File: config.mk
export PLATFORM = sky130hd
export DESIGN_NAME = x9dn_sel_pipe
export DESIGN_NICKNAME = d
export VERILOG_FILES = /design/src/rtl/x9dn_sel_pipe.sv
export SDC_FILE = /design/constraint.sdc
export NUM_CORES = 1
export LEC_CHECK = 0
export ABC_AREA = 1
export CAP_MARGIN = 20
export CORE_ASPECT_RATIO = 1.4
export CORE_UTILIZATION = 47
export CTS_CLUSTER_DIAMETER = 40
export DETAILED_ROUTE_END_ITERATION = 16
export PLACE_DENSITY = 0.84
export SLEW_MARGIN = 20
export SYNTH_ARGS = -nofsm -noshare
export SYNTH_HDL_FRONTEND = slang
export SYNTH_SLANG_ARGS = --single-unit
File: constraint.sdc
create_clock -name clk -period 3.2 [get_ports clk]
set_clock_uncertainty 0.2 [all_clocks]
set_input_delay 0.64 -clock clk [delete_from_list [all_inputs] [get_ports clk]]
set_output_delay 0.64 -clock clk [all_outputs]
set_load 0.05 [all_outputs]
File: src/rtl/x9dn_sel_pipe.sv
// x9dn_sel_pipe: pipelined address decode, lane select and tag compare with saturating status counters
module x9dn_sel_pipe #(
  parameter int ADDR_W = 6,
  parameter int LANES  = 4,
  parameter int MODE_W = 3,
  parameter int TAG_W  = 7,
  parameter int DEPTH  = 2,
  parameter int CNT_W  = 8
) (
  input  logic              clk,
  input  logic              rst,
  input  logic              in_valid,
  output logic              in_ready,
  input  logic [ADDR_W-1:0] addr,
  input  logic [MODE_W-1:0] mode,
  input  logic [LANES-1:0]  lanes,
  input  logic [TAG_W-1:0]  tag,
  input  logic [TAG_W-1:0]  tag_ref,
  input  logic              cnt_clr,
  output logic              out_valid,
  input  logic              out_ready,
  output logic              out_bcast,
  output logic              out_local,
  output logic              out_bit,
  output logic              out_taghit,
  output logic              out_illegal,
  output logic [CNT_W-1:0]  hit_cnt,
  output logic [CNT_W-1:0]  ill_cnt
);
  if (DEPTH < 1 || DEPTH > 4 || (2 ** MODE_W) < LANES) begin : g_bad_param
    $error("x9dn_sel_pipe: DEPTH must be 1..4 and 2**MODE_W >= LANES");
  end
  localparam logic [MODE_W:0] lanes_v = (MODE_W + 1)'(LANES);
  logic [LANES-1:0] sh;
  logic             bc, lc, il, acc, stall, dlv;
  logic [4:0]       dec;
  logic [4:0]       d [DEPTH];
  logic [DEPTH-1:0] v;
  always_comb begin
    bc    = &addr;
    lc    = ~|addr;
    il    = {1'b0, mode} >= lanes_v;
    sh    = lanes >> mode;
    dec   = {bc, lc, sh[0] & (bc | lc) & ~il, tag == tag_ref, il};
    stall = out_valid & ~out_ready;
    acc   = in_valid & in_ready;
    dlv   = out_valid & out_ready;
  end
  assign out_valid = v[DEPTH-1];
  assign in_ready  = ~stall;
  assign {out_bcast, out_local, out_bit, out_taghit, out_illegal} = d[DEPTH-1];
  always_ff @(posedge clk) begin
    if (rst) begin
      v <= '0;
      d <= '{default: '0};
    end else if (!stall) begin
      v[0] <= acc;
      d[0] <= acc ? dec : '0;
      for (int i = 1; i < DEPTH; i++) begin
        v[i] <= v[i-1];
        d[i] <= d[i-1];
      end
    end
  end
  always_ff @(posedge clk) begin
    if (rst) begin
      hit_cnt <= '0;
      ill_cnt <= '0;
    end else begin
      hit_cnt <= cnt_clr ? '0 : (dlv & out_bit & ~&hit_cnt) ? hit_cnt + 1'b1 : hit_cnt;
      ill_cnt <= cnt_clr ? '0 : (dlv & out_illegal & ~&ill_cnt) ? ill_cnt + 1'b1 : ill_cnt;
    end
  end
endmodule

==> results of run 1 <==
## per-stage QoR
step / std cells / setup WS, ns / util, %
6_report: 315 / 0.732 / 72.0
5_1_grt: 315 / 0.658 / 72.0
4_1_cts: 315 / 0.735 / 72.0
3_5_place_dp: 312 / 0.735 / 70.6
3_3_place_gp: 312 / 0.764 / 70.6
2_1_floorplan: 222 / 1.19 / -
## where the power goes
part | total [mW] | internal, mW | switching [mW]
combinational | 0.0961 | 0.0536 | 0.0424
clock | 0.188 | 0.0845 | 0.103
sequential | 0.355 | 0.352 | 0.00320
total | 0.639 | 0.490 | 0.149
## worst min path at each step
stage                                  from                 to  slack, ns  cells after the start
after floorplan           v[0]$_SDFFE_PP0N_  v[1]$_SDFFE_PP0N_       0.24                      2
after global placement    d[6]$_SDFFE_PP0N_  d[6]$_SDFFE_PP0N_       0.25                      2
after detailed placement  d[6]$_SDFFE_PP0N_  d[6]$_SDFFE_PP0N_       0.25                      2
after CTS                 d[6]$_SDFFE_PP0N_  d[6]$_SDFFE_PP0N_       0.27                      2
after global routing      d[5]$_SDFFE_PP0N_  d[5]$_SDFFE_PP0N_       0.29                      2
final                     d[6]$_SDFFE_PP0N_  d[6]$_SDFFE_PP0N_       0.27                      2
## cell families after synthesis
family                   after synthesis  share of synthesized area, %
AND/OR/NAND/NOR                      131                          38.4
AO/OA/AOI/OAI                         25                          8.78
flip-flops                            28                          38.2
XOR/XNOR                               9                          5.37
adder cells (fa/ha/maj)                2                          1.70
buffers and inverters                 27                          7.50
## metal layers
metal  part of all wire (%)  wire length (um)
met4                    2.2                68
met5                      0                 0
met1                     40              1240
met2                     53              1670
met3                    4.7               148
## worst reg2reg max path, stage by stage (launching register included)
cell	delay (ns)
dfxtp_1	0.41
ha_1	0.23
nand2_2	0.09
nor2_4	0.11
nand2_2	0.08
nand2_4	0.10
inv_4	0.06
a21oi_1	0.12
nor2_1	0.05
## state kept, by name, summed over array words and instances (netlist names)
signal       cells
hit_cnt          8
d                5
out_illegal      1
out_local        1
v                2
out_bit          1
ill_cnt          8
out_taghit       1
out_bcast        1
## cells in the final DEF, fill, tap and decap left out, types with 2 or more instances in the layout
master	Yosys	final
ha_1	2	2
nor2_1	43	43
nor3_1	6	6
nand2_4	2	2
and3_2	2	2
buf_4	0	3
dfxtp_1	28	28
clkbuf_8	0	3
nand2_1	60	60
xor2_1	4	4
inv_1	21	21
inv_4	2	2
o21ai_0	9	9
nand2_2	4	4
xnor2_1	5	5
nor2_4	2	2
o21ai_1	2	2
clkdlybuf4s50_1	0	53
a21oi_1	13	13
nand3_1	10	10
## area by class of cell
type | count | area (um^2) | share of cell area (%)
clock buffer | 3 | 41.3 | 1.97
inverter | 24 | 95.1 | 4.54
multi-input combinational | 167 | 797 | 38.1
sequential | 28 | 561 | 26.8
tap | 37 | 46.3 | 2.21
timing repair buffer | 56 | 553 | 26.4
==> flow_metrics.tcl, run 1 <==
set metrics [dict create \
    status "complete, no violations" \
    leakage_nw 0.846 \
    drt_iter0_markers 16 \
    met1_usage_pct 20.3 \
    period_minus_slack_ns 2.47 \
    async_reset_ff_share_pct 0 \
    hold_buffers 0 \
    total_power_uw 639 \
    start_kind "input port" \
    grt.total_usage_pct 21.5 \
    fin_crit_sh_pct 77.1 \
    setup_tns_ns 0 \
    whs_ns 0.265 \
    reg2reg_slack_ns 1.65 \
    num_antenna_cells 0 \
    worst_pin_slew_ns 0.513 \
    initial_core_util_pct 50.5 \
    final_cell_area_mm2 0.00209 \
    slew_violations 0 \
    crit_fanout 6 \
    post_cts_buffers 0 \
    synth_cells 222 \
    seq_area_frac_synth_pct 38.2 \
    grt_antenna_before_repair 0 \
    syn_area_mm2 0.00147 \
    cp.required_ns 2.36 \
    rsz0062_at_grt "false" \
    busiest_layer "met2" \
    placed_cell_area_mm2 0.00205 \
    die_w_um 49.2 \
    grt_pass1_wl_um 5510 \
    drtAntennaViolNets 0 \
    netlist.area_leader.share_pct 38.2 \
    post_drt_wl_per_cell_um 9.93 \
    num_rows 23 \
    grt_overflow 0 \
    avgSynthCellArea_um2 6.61 \
    first_pass_iters 4 \
    layout.nets 314 \
    die_area_mm2 0.00335 \
    path_class "input port to output pin" \
    crit_path_cell_trace "clkdlybuf4s50_1, nor2_2, inv_1, buf_4" \
    htree_levels 1 \
    ys_seq_elements 28 \
    grt_max_degree 15 \
    vias 1544 \
    max-slew-margin-rel_pct 65.7 \
    clkSinkCount 28 \
    grt.met2_usage_pct 43.0 \
    final.fill_count 261 \
    cp-endpoint "in_ready" \
    hold_viol 0 \
    ff2ff_path_depth 8 \
    cts-root-buf "clkbuf_8" \
    synth_edf_count 0 \
    cts_buffers 3 \
    met3_usage_pct 3.56 \
    rr_startpoint "hit_cnt[0]$_SDFFE_PP0P_" \
    ios 55 \
    drc_errors 0 \
    maxCapViolCount 0 \
    core_mm2 0.00291 \
    hp-class "register to register" \
    post_cts_resized 0 \
    finalSetupViolCount 0 \
    dp_hpwl_um 2540 \
    cpLargestDelayFamily "buffers and inverters" \
    worst-path-buf-inv 3 \
    clk_path_buf_depth 2 \
    via_per_inst 4.90 \
    clock_latency_ns 0.27 \
    globalplace.congestion 0.779 \
    yosysTopAreaCell "dfxtp_1" \
    rr_endpoint "hit_cnt[7]$_SDFFE_PP0P_" \
    synth_top_flop_cell "dfxtp_1" \
    drive_gt1_share_pct 7.91 \
    clk_pin_slew_worst_paths_ns 0.09 \
    max_freq_mhz 405 \
    critical-path-slowest-cell "clkdlybuf4s50_1" \
    ys_types 22 \
    synth_nets 256 \
    wirelength_um 3130 \
    max_stage_delay_ns 0.54 \
    tritoncts "done" \
    die_h_um 68.1 \
    power_density_mw_per_mm2 305 \
    startpoint "out_ready" \
    cp.depth 4 \
    irDropWorstVdd_mv 0.198 \
    synth_commonest_cells "nand2_1, nor2_1, dfxtp_1, inv_1, a21oi_1" \
    port_buffers 54 \
    synth_most_common_cell "nand2_1" \
    end_kind "output pin" \
    cp.arrival_ns 1.63 \
    grt_pass1_vias 1436 \
    synth_area_leaders "dfxtp_1, nand2_1, nor2_1" \
    area_growth_pct 42.6 \
    yosys_warnings 0 \
]
(Power assumes the default switching activity.)
==> run 2: changes to the inputs <==
Settings changed: CORE_UTILIZATION 47 to 39, PLACE_DENSITY 0.84 to 0.75.
Clock period 3.2 ns to 2.2 ns, I/O delays scaled along.
==> flow_metrics.tcl, run 2 (synthesis gave the netlist of run 1 again) <==
set metrics [dict create \
    total_power_mw 1.06 \
    maxCapViolCount 0 \
    grt_overflow 0 \
    setup_tns_ns 0 \
    clkSinkCount 28 \
    hp-class "register to register" \
    drtAntennaViolNets 0 \
    status "complete, no violations" \
    power_density_mw_per_mm2 498 \
    clk_path_buf_depth 2 \
    layout_commonest_cell "nand2_1" \
    worst_pin_slew_ns 0.523 \
    layout.nets 316 \
    tritoncts "done" \
    die_h_um 74.6 \
    wirelength_um 3070 \
    die_w_um 53.8 \
    end_kind "output pin" \
    ios 55 \
    rsz0062_at_grt "false" \
    period_minus_slack_ns 2.14 \
    grt_pass1_vias 1328 \
    die_area_mm2 0.00402 \
    critical-path-slowest-cell "clkdlybuf4s50_1" \
    cpLargestDelayFamily "buffers and inverters" \
    drt_iter0_markers 13 \
    htree_levels 1 \
    area_growth_pct 45.1 \
    first_pass_iters 4 \
    max-slew-margin-rel_pct 65.1 \
    globalplace.congestion 0.822 \
    num_antenna_cells 0 \
    fin_crit_sh_pct 97.4 \
    vias 1509 \
    post_drt_wl_per_cell_um 9.51 \
    port_buffers 54 \
    via_per_inst 4.67 \
    cts-root-buf "clkbuf_8" \
    worst-path-buf-inv 1 \
    drc_errors 0 \
    num_rows 26 \
    irDropWorstVdd_mv 0.338 \
    grt_max_degree 17 \
    grt_antenna_before_repair 0 \
    leakage_nw 0.902 \
    hold_viol 0 \
    core_mm2 0.00361 \
    clk_pin_slew_worst_paths_ns 0.09 \
    initial_core_util_pct 40.6 \
    finalSetupViolCount 0 \
    crit_path_cell_trace "clkdlybuf4s50_1" \
    largestRegisters "hit_cnt (8), ill_cnt (8), d (5)" \
    slew_violations 0 \
    dp_hpwl_um 2520 \
    start_kind "register" \
    grt.total_usage_pct 17.7 \
    max_freq_mhz 467 \
    cts_buffers 3 \
    drive_gt1_share_pct 11.4 \
    max_stage_delay_ns 0.82 \
    cp.arrival_ns 1.50 \
    final_cell_mix "nand2_1, clkdlybuf4s50_1, nor2_1" \
    post_cts_buffers 0 \
    clock_latency_ns 0.27 \
    grt_pass1_wl_um 5240 \
    path_class "register to output pin" \
    cp.required_ns 1.56 \
    crit_fanout 5 \
]
-- run 2: cell types whose count changed in the layout (fill, tap and decap cells not counted) --
cell             before  now
bufinv_16             0    1
clkdlybuf4s50_1      53   45
dlymetal6s2s_1        0    1
buf_4                 3   12
-- run 2: repair_timing --
action | in CTS | in global routing
resized for setup | 0 | 1
hold buffers | 0 | 0
endpoints found under the setup margin | 0 | 1
-- run 2: routing by layer --
layer | up-vias | wire (um) | global-route usage [%]
met5 | - | 0 | 0
met4 | 0 | 67 | 8.77
met3 | 5 | 140 | 2.86
met2 | 41 | 1600 | 31.8
met1 | 655 | 1260 | 19.2
li1 | 808 | - | -
-- run 2: power by group --
group / internal (mW) / leakage [nW] / switching [mW]
logic: 0.0796 / 0.640 / 0.0626
registers: 0.512 / 0.226 / 0.00454
clock network: 0.244 / 0.0357 / 0.157
-- run 2: layout make-up --
cell class	count	area [um^2]
Sequential cell	28	561
Multi-Input combinational cell	167	797
Clock buffer	3	41.3
Clock inverter	1	30.0
Tap cell	42	52.6
Timing Repair Buffer	58	553
Fill cell	338	1480
Inverter	24	95.1
-- run 2: worst paths after layout --
path,startpoint,end,slack [ns],depth (start not counted)
min,d[6]$_SDFFE_PP0N_,d[6]$_SDFFE_PP0N_,0.26,2
max,hit_cnt[0]$_SDFFE_PP0P_,hit_cnt[0],0.06,1
max reg2reg,ill_cnt[0]$_SDFFE_PP0P_,ill_cnt[7]$_SDFFE_PP0P_,0.62,8
min reg2reg,d[6]$_SDFFE_PP0N_,d[6]$_SDFFE_PP0N_,0.26,2
-- run 2: stage by stage --
step                      setup WS (ns)  std cells  hold WS (ns)  cell area, um^2  utilization [%]
after floorplan                   0.350        222         0.241             1470                -
after global placement            0.238        319         0.249             2060             56.9
after detailed placement          0.222        319         0.251             2060             56.9
after CTS                        0.0410        323         0.265             2130             58.9
after global routing            0.00177        323         0.289             2130             59.0
final                            0.0572        323         0.263             2130             59.0
==> run 3: changes to the inputs <==
Settings changed: ABC_CLOCK_PERIOD_IN_PS from default to 2200, HOLD_SLACK_MARGIN from default to 0.03.
==> results of run 3 <==
The final DEF is identical to that of run 2; final timing and power are the same.
